[src/rtl/sha3_axis_pkg.sv]
// -----------------------------------------------------------------------------
// sha3_axis_pkg
// Shared types, constants and the round-robin pick helper for the SHA-3
// AXI-Stream arbiter and its output register stage.
//   arb_state_t : arbiter FSM states (IDLE, ARB, XFER)
//   TKEEP_ALL   : all-ones source for M_TKEEP / M_TSTRB (sliced to width)
//   TDEST_ZERO  : constant M_TDEST value
//   rr_pick     : first requester searching upward from (last+1) mod n
// -----------------------------------------------------------------------------
package sha3_axis_pkg;

  typedef enum logic [1:0] {
    IDLE = 2'd0,
    ARB  = 2'd1,
    XFER = 2'd2
  } arb_state_t;

  localparam int          MAX_SRC    = 8;
  localparam logic [63:0] TKEEP_ALL  = '1;
  localparam logic        TDEST_ZERO = 1'b0;

  // Returns the index of the first set bit of req at or after (last+1),
  // wrapping modulo n. If req is empty the result is last; callers qualify
  // the pick with |req. The loop has a fixed trip count of MAX_SRC so it
  // unrolls cleanly; iterations with k > n are masked off.
  function automatic logic [2:0] rr_pick(input logic [7:0] req,
                                         input logic [2:0] last,
                                         input int unsigned n);
    logic [2:0]  pick;
    logic        hit;
    int unsigned idx;
    pick = last;
    hit  = 1'b0;
    for (int unsigned k = 1; k <= MAX_SRC; k++) begin
      idx = (32'(last) + k) % n;
      if (!hit && (k <= n) && req[idx[2:0]]) begin
        pick = idx[2:0];
        hit  = 1'b1;
      end
    end
    return pick;
  endfunction

endpackage

[src/rtl/sha3_axis_out_reg.sv]
// -----------------------------------------------------------------------------
// sha3_axis_out_reg
// One registered stream stage: the downstream sees valid/payload straight
// from flops. Reusable by any stream block that needs a registered output.
//   i_clk, i_rst  : clock, synchronous active-high reset
//   i_load        : load i_data this cycle (caller only asserts it while
//                   o_can_load is high)
//   i_data        : payload to load
//   i_ready       : downstream ready
//   o_valid       : registered valid
//   o_data        : registered payload
//   o_can_load    : stage is empty or draining this cycle
// Handshake: a beat moves downstream on a rising edge where o_valid and
// i_ready are both high; o_valid/o_data never change while o_valid is high
// and i_ready is low; o_can_load is the upstream ready term.
// -----------------------------------------------------------------------------
module sha3_axis_out_reg #(
  parameter int W = 8
) (
  input  logic         i_clk,
  input  logic         i_rst,
  input  logic         i_load,
  input  logic [W-1:0] i_data,
  input  logic         i_ready,
  output logic         o_valid,
  output logic [W-1:0] o_data,
  output logic         o_can_load
);

  logic         r_valid;
  logic [W-1:0] r_data;

  assign o_can_load = !r_valid || i_ready;
  assign o_valid    = r_valid;
  assign o_data     = r_data;

  // Holding while stalled is implicit: i_load is gated by o_can_load, and
  // valid only clears when the downstream takes the beat.
  always_ff @(posedge i_clk) begin
    if (i_rst) begin
      r_valid <= 1'b0;
      r_data  <= '0;
    end else if (i_load) begin
      r_valid <= 1'b1;
      r_data  <= i_data;
    end else if (i_ready) begin
      r_valid <= 1'b0;
    end
  end

endmodule

[src/rtl/sha3_axis_arbiter.sv]
// -----------------------------------------------------------------------------
// sha3_axis_arbiter
// Packet-granular round-robin arbiter sharing one AXI-Stream output between
// N_SRC sources. A grant is held from the first beat until the TLAST beat is
// accepted, so packets never interleave. Output goes through one register.
//   ACLK, ARESET        : clock, synchronous active-high reset
//   S_TVALID/S_TREADY   : per-source handshake (N_SRC bits)
//   S_TDATA/S_TUSER     : per-source payload, source i at [i*W +: W]
//   S_TLAST             : per-source last
//   M_TVALID/M_TREADY   : output handshake
//   M_TDATA/M_TUSER     : payload of the granted source
//   M_TLAST, M_TID      : last flag and index of the producing source
//   M_TKEEP/M_TSTRB     : constant all-ones; M_TDEST constant 0
//   arbstate            : ASCII state name, only with SHA3_AXIS_ARB_STATE_STR_EN
// Handshake: a beat transfers on a rising edge where VALID and READY are both
// high; VALID must not depend on READY; S_TREADY is combinational from
// M_TVALID/M_TREADY for the granted source only.
// -----------------------------------------------------------------------------
module sha3_axis_arbiter
  import sha3_axis_pkg::*;
#(
  parameter int N_SRC      = 4,
  parameter int DATA_WIDTH = 16,
  parameter int USER_WIDTH = 3,
  parameter int ID_WIDTH   = $clog2(N_SRC)
) (
  input  logic                        ACLK,
  input  logic                        ARESET,
  input  logic [N_SRC-1:0]            S_TVALID,
  output logic [N_SRC-1:0]            S_TREADY,
  input  logic [N_SRC*DATA_WIDTH-1:0] S_TDATA,
  input  logic [N_SRC-1:0]            S_TLAST,
  input  logic [N_SRC*USER_WIDTH-1:0] S_TUSER,
  input  logic                        M_TREADY,
  output logic                        M_TVALID,
  output logic [DATA_WIDTH-1:0]       M_TDATA,
  output logic                        M_TLAST,
  output logic [USER_WIDTH-1:0]       M_TUSER,
  output logic [ID_WIDTH-1:0]         M_TID,
  output logic [DATA_WIDTH/8-1:0]     M_TKEEP,
  output logic [DATA_WIDTH/8-1:0]     M_TSTRB,
`ifdef SHA3_AXIS_ARB_STATE_STR_EN
  output logic [127:0]                arbstate,
`endif
  output logic                        M_TDEST
);

  localparam int OUT_W = 1 + USER_WIDTH + ID_WIDTH + DATA_WIDTH;

  arb_state_t          r_state, w_next_state;
  logic [ID_WIDTH-1:0] r_grant, w_next_grant;
  logic [ID_WIDTH-1:0] r_last,  w_next_last;
  logic [2:0]          w_pick;
  logic                w_can_load;
  logic                w_accept;
  logic [OUT_W-1:0]    w_out_d;
  logic [OUT_W-1:0]    w_out_q;

  assign w_pick = rr_pick(8'(S_TVALID), 3'(r_last), N_SRC);

  always_comb begin
    w_next_state = r_state;
    w_next_grant = r_grant;
    w_next_last  = r_last;
    w_accept     = 1'b0;
    S_TREADY     = '0;
    case (r_state)
      IDLE: w_next_state = ARB;
      ARB: begin
        if (|S_TVALID) begin
          w_next_state = XFER;
          w_next_grant = ID_WIDTH'(w_pick);
          w_next_last  = ID_WIDTH'(w_pick);
        end
      end
      XFER: begin
        S_TREADY[r_grant] = w_can_load;
        w_accept          = S_TVALID[r_grant] && w_can_load;
        if (w_accept && S_TLAST[r_grant]) w_next_state = ARB;
      end
      default: w_next_state = IDLE;
    endcase
  end

  always_ff @(posedge ACLK) begin
    if (ARESET) begin
      r_state <= IDLE;
      r_grant <= '0;
      r_last  <= ID_WIDTH'(N_SRC - 1);
    end else begin
      r_state <= w_next_state;
      r_grant <= w_next_grant;
      r_last  <= w_next_last;
    end
  end

  assign w_out_d = {S_TLAST[r_grant],
                    S_TUSER[r_grant*USER_WIDTH +: USER_WIDTH],
                    r_grant,
                    S_TDATA[r_grant*DATA_WIDTH +: DATA_WIDTH]};

  sha3_axis_out_reg #(.W(OUT_W)) u_out_reg (
    .i_clk      (ACLK),
    .i_rst      (ARESET),
    .i_load     (w_accept),
    .i_data     (w_out_d),
    .i_ready    (M_TREADY),
    .o_valid    (M_TVALID),
    .o_data     (w_out_q),
    .o_can_load (w_can_load)
  );

  assign {M_TLAST, M_TUSER, M_TID, M_TDATA} = w_out_q;
  assign M_TKEEP = TKEEP_ALL[DATA_WIDTH/8-1:0];
  assign M_TSTRB = TKEEP_ALL[DATA_WIDTH/8-1:0];
  assign M_TDEST = TDEST_ZERO;

`ifdef SHA3_AXIS_ARB_STATE_STR_EN
  always_comb begin
    arbstate = {16{8'h20}};
    case (r_state)
      IDLE:    arbstate = "IDLE            ";
      ARB:     arbstate = "ARB             ";
      XFER:    arbstate = "XFER            ";
      default: arbstate = {16{8'h20}};
    endcase
  end
`endif

endmodule
[config.mk]
export PLATFORM = sky130hd
export DESIGN_NAME = sha3_axis_arbiter
export DESIGN_NICKNAME = d
export VERILOG_FILES = /design/src/rtl/sha3_axis_pkg.sv /design/src/rtl/sha3_axis_out_reg.sv /design/src/rtl/sha3_axis_arbiter.sv
export SDC_FILE = /design/constraint.sdc
export NUM_CORES = 1
export LEC_CHECK = 0
export ABC_AREA = 1
export CAP_MARGIN = 20
export CORE_MARGIN = 2
export CORE_UTILIZATION = 33
export DETAILED_ROUTE_END_ITERATION = 16
export HOLD_SLACK_MARGIN = 0.12
export MAX_ROUTING_LAYER = met4
export PLACE_DENSITY = 0.76
export SLEW_MARGIN = 10
export SYNTH_ARGS = -nofsm -noshare
export SYNTH_HDL_FRONTEND = slang
export SYNTH_HIERARCHICAL = 1
export SYNTH_SLANG_ARGS = --single-unit
[constraint.sdc]
create_clock -name ACLK -period 1.6 [get_ports ACLK]
set_input_delay 0.48 -clock ACLK [delete_from_list [all_inputs] [get_ports ACLK]]
set_output_delay 0.48 -clock ACLK [all_outputs]
set_load 0.02 [all_outputs]
==> results of run 1 <==
[how the worst min path moves through the flow]
stage / end / cells past startpoint / start
6_report: u_out_reg/o_data[9] / 2 / u_out_reg/o_data[9]
5_1_grt: u_out_reg/o_data[13] / 2 / u_out_reg/o_data[13]
4_1_cts: u_out_reg/o_data[9] / 2 / u_out_reg/o_data[9]
3_5_place_dp: u_out_reg/o_data[9] / 2 / u_out_reg/o_data[9]
3_3_place_gp: u_out_reg/o_data[2] / 2 / u_out_reg/o_data[2]
2_1_floorplan: r_state[0] / 2 / r_state[0]
[critical path, stage by stage, from the launching register on]
cell     delay, ns
dfxtp_2       0.34
inv_2         0.05
nor2_4        0.10
nand2_4       0.09
nor3_4        0.12
buf_6         0.14
[through the flow]
stage          hold slack [ns]  setup TNS [ns]  std cells   util
2_1_floorplan            0.468         -0.0656        276      -
3_3_place_gp             0.476          -14.50        465  0.576
3_5_place_dp             0.485          -14.81        465  0.576
4_1_cts                  0.494          -0.102        475  0.596
5_1_grt                  0.512          -0.220        479  0.620
6_report                 0.482        -0.00259        479  0.620
[state kept, by name (all words and copies together) (netlist names)]
| register | count |
|---|---|
| u_out_reg/o_data | 22 |
| r_state | 2 |
| r_last | 2 |
| r_grant | 2 |
| u_out_reg/o_valid | 1 |
[cell type report]
cell class / count / share of cell area
timing repair buffer: 143 / 0.409
sequential: 29 / 0.175
tap: 72 / 0.0267
inverter: 13 / 0.0200
multi-input combinational: 214 / 0.346
clock buffer: 8 / 0.0237
[logic make-up (layout without fill, tap and decap cells)]
| logic type | Yosys count | in the layout | share of synthesized area |
|---|---|---|---|
| AOI/OAI and AO/OA | 66 | 66 | 0.230 |
| and+or+nand+nor | 143 | 143 | 0.347 |
| DFF | 29 | 29 | 0.317 |
| other | 2 | 5 | 0.00409 |
| buffers and inverters | 33 | 164 | 0.103 |
[cells in the final DEF (no fill, tap or decap), drive strengths merged]
cell type / instances
clkdlybuf4s50: 81
clkdlybuf4s15: 1
clkbuf: 9
nand2: 71
inv: 12
a21oi: 11
conb: 5
a22oi: 32
nor2: 51
nor3: 3
buf: 33
dlygate4sd2: 27
clkinvlp: 1
dfxtp: 29
o21ai: 23
nand4: 2
nand3: 16
[power breakdown]
group | internal, uW | switching, uW | total [uW]
Sequential | 798 | 57.1 | 855
Combinational | 637 | 712 | 1350
Clock | 308 | 267 | 575
[layer usage]
metal,up-vias,part of all wire,track usage
li1,1174,-,-
met1,1050,0.41,0.223
met2,87,0.50,0.357
met3,14,0.065,0.0494
met4,0,0.019,0.0719
met5,-,0,-
[timing repair]
| item | CTS | global route |
|---|---|---|
| hold buffers | 0 | 0 |
| endpoints found under the setup margin | 56 | 29 |
| buffers inserted | 2 | 2 |
| gates resized for setup | 68 | 48 |
| cloned | 0 | 2 |
| endpoints found under the hold margin | 0 | 0 |
| pin swaps | 6 | 6 |
==> results.md, run 1 <==
* R2R Path Start: r_grant[1]
* Leak at 0.00155 uW
* Top post-synthesis cells by count: nand2_1, nor2_1, a22oi_1, dfxtp_1, o21ai_0
* Hold Vio Cnt, Final at 0
* First-pass GRT wire length at 9780 um
* Final WL at 6670 um
* R2R depth at 9
* Routed length per instance at 13.9 um
* Gr ovfl total at 0
* Share of the cycle needed by the critical path after routing at 1.00
* Tmin final at 1.60 ns
* Area Overhead vs Synth at 83.9%
* Buffers added on ports at 113
* Overall Power at 2780 uW
* DIE AREA at 0.00617 mm2
* CTS Sinks at 29
* Yosys cell types at 24
* Startpoint Class: flop
* Initial antenna violation count at 0
* Pin count of the biggest net entering global routing at 24
* Vias in the first global route at 2133
* # rows at 27
* Die height at 78.6 um
* Post-synth top area share at 0.317
* YS warnings at 6
* CTS H-tree depth at 2
* CTS Buf Count at 5
* Final setup violation count at 1
* Die X at 78.6 um
* Worst slack, placed at -0.825 ns
* Clock Skews at 0.00237 ns
* WP data arrival at 1.12 ns
* Run status: finished with violations
* DP HPWL at 4750 um
* FF/Latch Area at 589 um2
* #FFs+latches synth at 29
* Drt pass-1 iters at 4
* Synthesized area at 0.00183 mm2
* RR Endpoint: u_out_reg/o_data[13]
* CP endpoint kind: output pin
* Most frequent cell after synthesis: nand2_1
* Crit path max fanout at 5
* RSZ-0062 raised after global routing: yes
* Layout net count at 493
* CP Data Required Time at 1.12 ns
* Gpl congestion at 0.770
* Clk_lat worst skew at 0.28 ns
* CTS tree: built
* Crit. Startpoint: r_state[1]
* # DRC at 0
* Sequential-to-total area share from yosys stat at 0.317
* Max-Cap Viols at 0
* DR vias at 2325
* Root buf cell: clkbuf_8
* Antenna fix cells at 0
* Vias per cell at 4.85
* Dominant synthesized flop cell: dfxtp_1
* Post-synthesis async set-or-reset flop share at 0
* Worst ir drop on vdd at 0.000411 V
* Initial Utilization at 0.337
* Core region area at 0.00544 mm2
* Failing checks: setup timing
* Largest cells by area after synthesis: dfxtp_1, a22oi_1, nand2_1
* Final setup margin at -0.00259 ns
* Final instance area at 0.00337 mm2
* Fraction of layout cells with a size suffix above 1 at 0.211
* Power Dens Cells at 824 mW/mm2
* Multi-input logic area at 0.00117 mm2
* Initial DRC count at 95
* Worst min path class: reg2reg
* Dominant cell type by area after synthesis: dfxtp_1
* Post-synth EDFFs at 0
* GRT Util Overall at 0.203
* CP endpoint: S_TREADY[1]
* FILL cells at 529
* Worst-path clk slew at 0.06 ns
* Mapped Cells at 273
* Slew Viols, Final at 0
* FMAX at 624 MHz
* Setup slack, reg-to-reg at 0.06 ns
* Clock Tree Buf Depth at 2
* Area after DPL at 0.00313 mm2
* Worst setup path class: reg2out
* Antenna violation net count after detailed routing at 0
* Syn_area_per_cell at 6.72 um2
* Io pins at 119
Note: power is estimated with default switching activity, not from simulation.
==> run 2: changes to the inputs <==
--- a/config.mk
+++ b/config.mk
@@ -7,9 +7,10 @@
 export LEC_CHECK = 0
 export ABC_AREA = 1
 export CAP_MARGIN = 20
-export CORE_MARGIN = 2
+export CORE_MARGIN = 3
 export CORE_UTILIZATION = 33
 export DETAILED_ROUTE_END_ITERATION = 16
+export GPL_TIMING_DRIVEN = 0
 export HOLD_SLACK_MARGIN = 0.12
 export MAX_ROUTING_LAYER = met4
 export PLACE_DENSITY = 0.76
==> results.md, run 2 (synthesis gave the netlist of run 1 again) <==
* CTS Sinks at 29
* Hold Vio Cnt, Final at 0
* Max reg flops at 22
* Initial DRC count at 130
* Buffers added on ports at 113
* Initial antenna violation count at 0
* FILL cells at 511
* CP Data Required Time at 1.12 ns
* Final WL at 6550 um
* CTS tree: built
* Worst setup path class: reg2out
* WP data arrival at 1.12 ns
* Area after DPL at 0.00306 mm2
* Antenna violation net count after detailed routing at 0
* DR vias at 2282
* Leak at 0.00152 uW
* Power Dens Cells at 873 mW/mm2
* Gr ovfl total at 0
* Gpl congestion at 0.775
* CTS Buf Count at 5
* Io pins at 119
* Final setup violation count at 0
* Post-CTS Hold Fix Bufs at 0
* Initial Utilization at 0.350
* Clock Tree Buf Depth at 2
* First-pass GRT wire length at 10200 um
* Root buf cell: clkbuf_8
* CTS H-tree depth at 2
* Share of the cycle needed by the critical path after routing at 0.997
* Final setup margin at 0.00476 ns
* Commonest non-fill, non-tap cell in the layout: clkdlybuf4s50_1
* Routed length per instance at 13.9 um
* Die height at 80.6 um
* Crit path max fanout at 5
* CP endpoint kind: output pin
* Max-Cap Viols at 0
* # DRC at 0
* Area Overhead vs Synth at 77.4%
* Clock Skews at 0.00668 ns
* Worst hold slack at 0.497 ns
* Worst ir drop on vdd at 0.000473 V
* Drt pass-1 iters at 5
* Most frequent cells in the layout: clkdlybuf4s50_1, nand2_1, nor2_1
* Die X at 80.6 um
* # rows at 26
* Cells after DPL at 459
* Run status: complete, no violations
* Startpoint Class: flop
* Core region area at 0.00524 mm2
* Layout net count at 488
* DP HPWL at 5040 um
* Worst min path class: reg2reg
* FMAX at 627 MHz
* Slew Viols, Final at 0
* Final instance area at 0.00325 mm2
* GRT Util Overall at 0.207
* Setup_tns at 0 ns
* Clk_lat worst skew at 0.28 ns
* Worst slack, placed at -0.872 ns
* Tmin final at 1.60 ns
* Pin count of the biggest net entering global routing at 11
* Fraction of layout cells with a size suffix above 1 at 0.179
* DIE AREA at 0.00649 mm2
* Antenna fix cells at 0
* Worst-path clk slew at 0.06 ns
* Vias per cell at 4.83
* Vias in the first global route at 2110
* Non-Filler Instances at 472
* RSZ-0062 raised after global routing: yes
==> run 2: changes by cell type in the layout (fill, tap and decap cells not counted), sizes merged <==
| cell | previous run | this run |
|---|---|---|
| buf | 33 | 22 |
| clkbuf | 9 | 14 |
| bufinv | 0 | 1 |
| clkinvlp | 1 | 0 |
| inv | 12 | 13 |
==> run 2: area by class of cell <==
type	count	area [um2]	share of cell area
flip-flops and latches	29	591	0.182
inverters	13	56.3	0.0173
plain buffers	20	155	0.0477
clock buffers	7	86.3	0.0265
multi-input cells	214	1120	0.345
clock inverters	1	30.0	0.00923
repair buffers	118	1120	0.346
well taps	70	87.6	0.0269
==> run 2: through the flow <==
step                 util  total power (uW)
floorplan               -              1550
global placement    0.585              2020
detailed placement  0.585              2030
CTS                 0.609              2810
global route        0.621              3020
finish              0.621              2840
==> run 2: final timing paths <==
| check | from | endpoint | slack (ns) | cells after the start |
|---|---|---|---|---|
| setup / recovery | r_state[1] | S_TREADY[1] | 0.005 | 5 |
| hold / removal | u_out_reg/o_data[1] | u_out_reg/o_data[1] | 0.50 | 2 |
| hold reg to reg | u_out_reg/o_data[1] | u_out_reg/o_data[1] | 0.50 | 2 |
| setup reg to reg | r_grant[1] | u_out_reg/o_data[5] | 0.06 | 6 |
==> run 2: routing by layer <==
| layer | share of wire | vias to the layer above | track usage | wire (um) |
|---|---|---|---|---|
| met5 | 0 | - | - | 0 |
| met4 | 0.0073 | 0 | 0.0507 | 48 |
| met3 | 0.058 | 8 | 0.0381 | 381 |
| met2 | 0.52 | 79 | 0.344 | 3380 |
| met1 | 0.42 | 1033 | 0.259 | 2740 |
| li1 | - | 1162 | - | - |
==> run 2: where the power goes <==
group	leakage, uW	switching [uW]	internal, uW	total [uW]
combinational	0.00122	640	549	1190
clock	0.0000585	290	507	797
sequential	0.000238	55.6	798	854
==> run 2: worst max-delay path, cell delays in order, from the launching register on <==
cell and delay (ns):
dfxtp_2 0.34, inv_2 0.05, nor2_4 0.10, nand2_4 0.08, nor3_2 0.11, buf_4 0.16
==> run 2: what timing repair did <==
item                                    4_1_cts  5_1_grt
buffers inserted                              2        3
endpoints found under the setup margin       55       28
pin swaps                                     4        4
gates cloned                                  0        0
resized for setup                            64       19
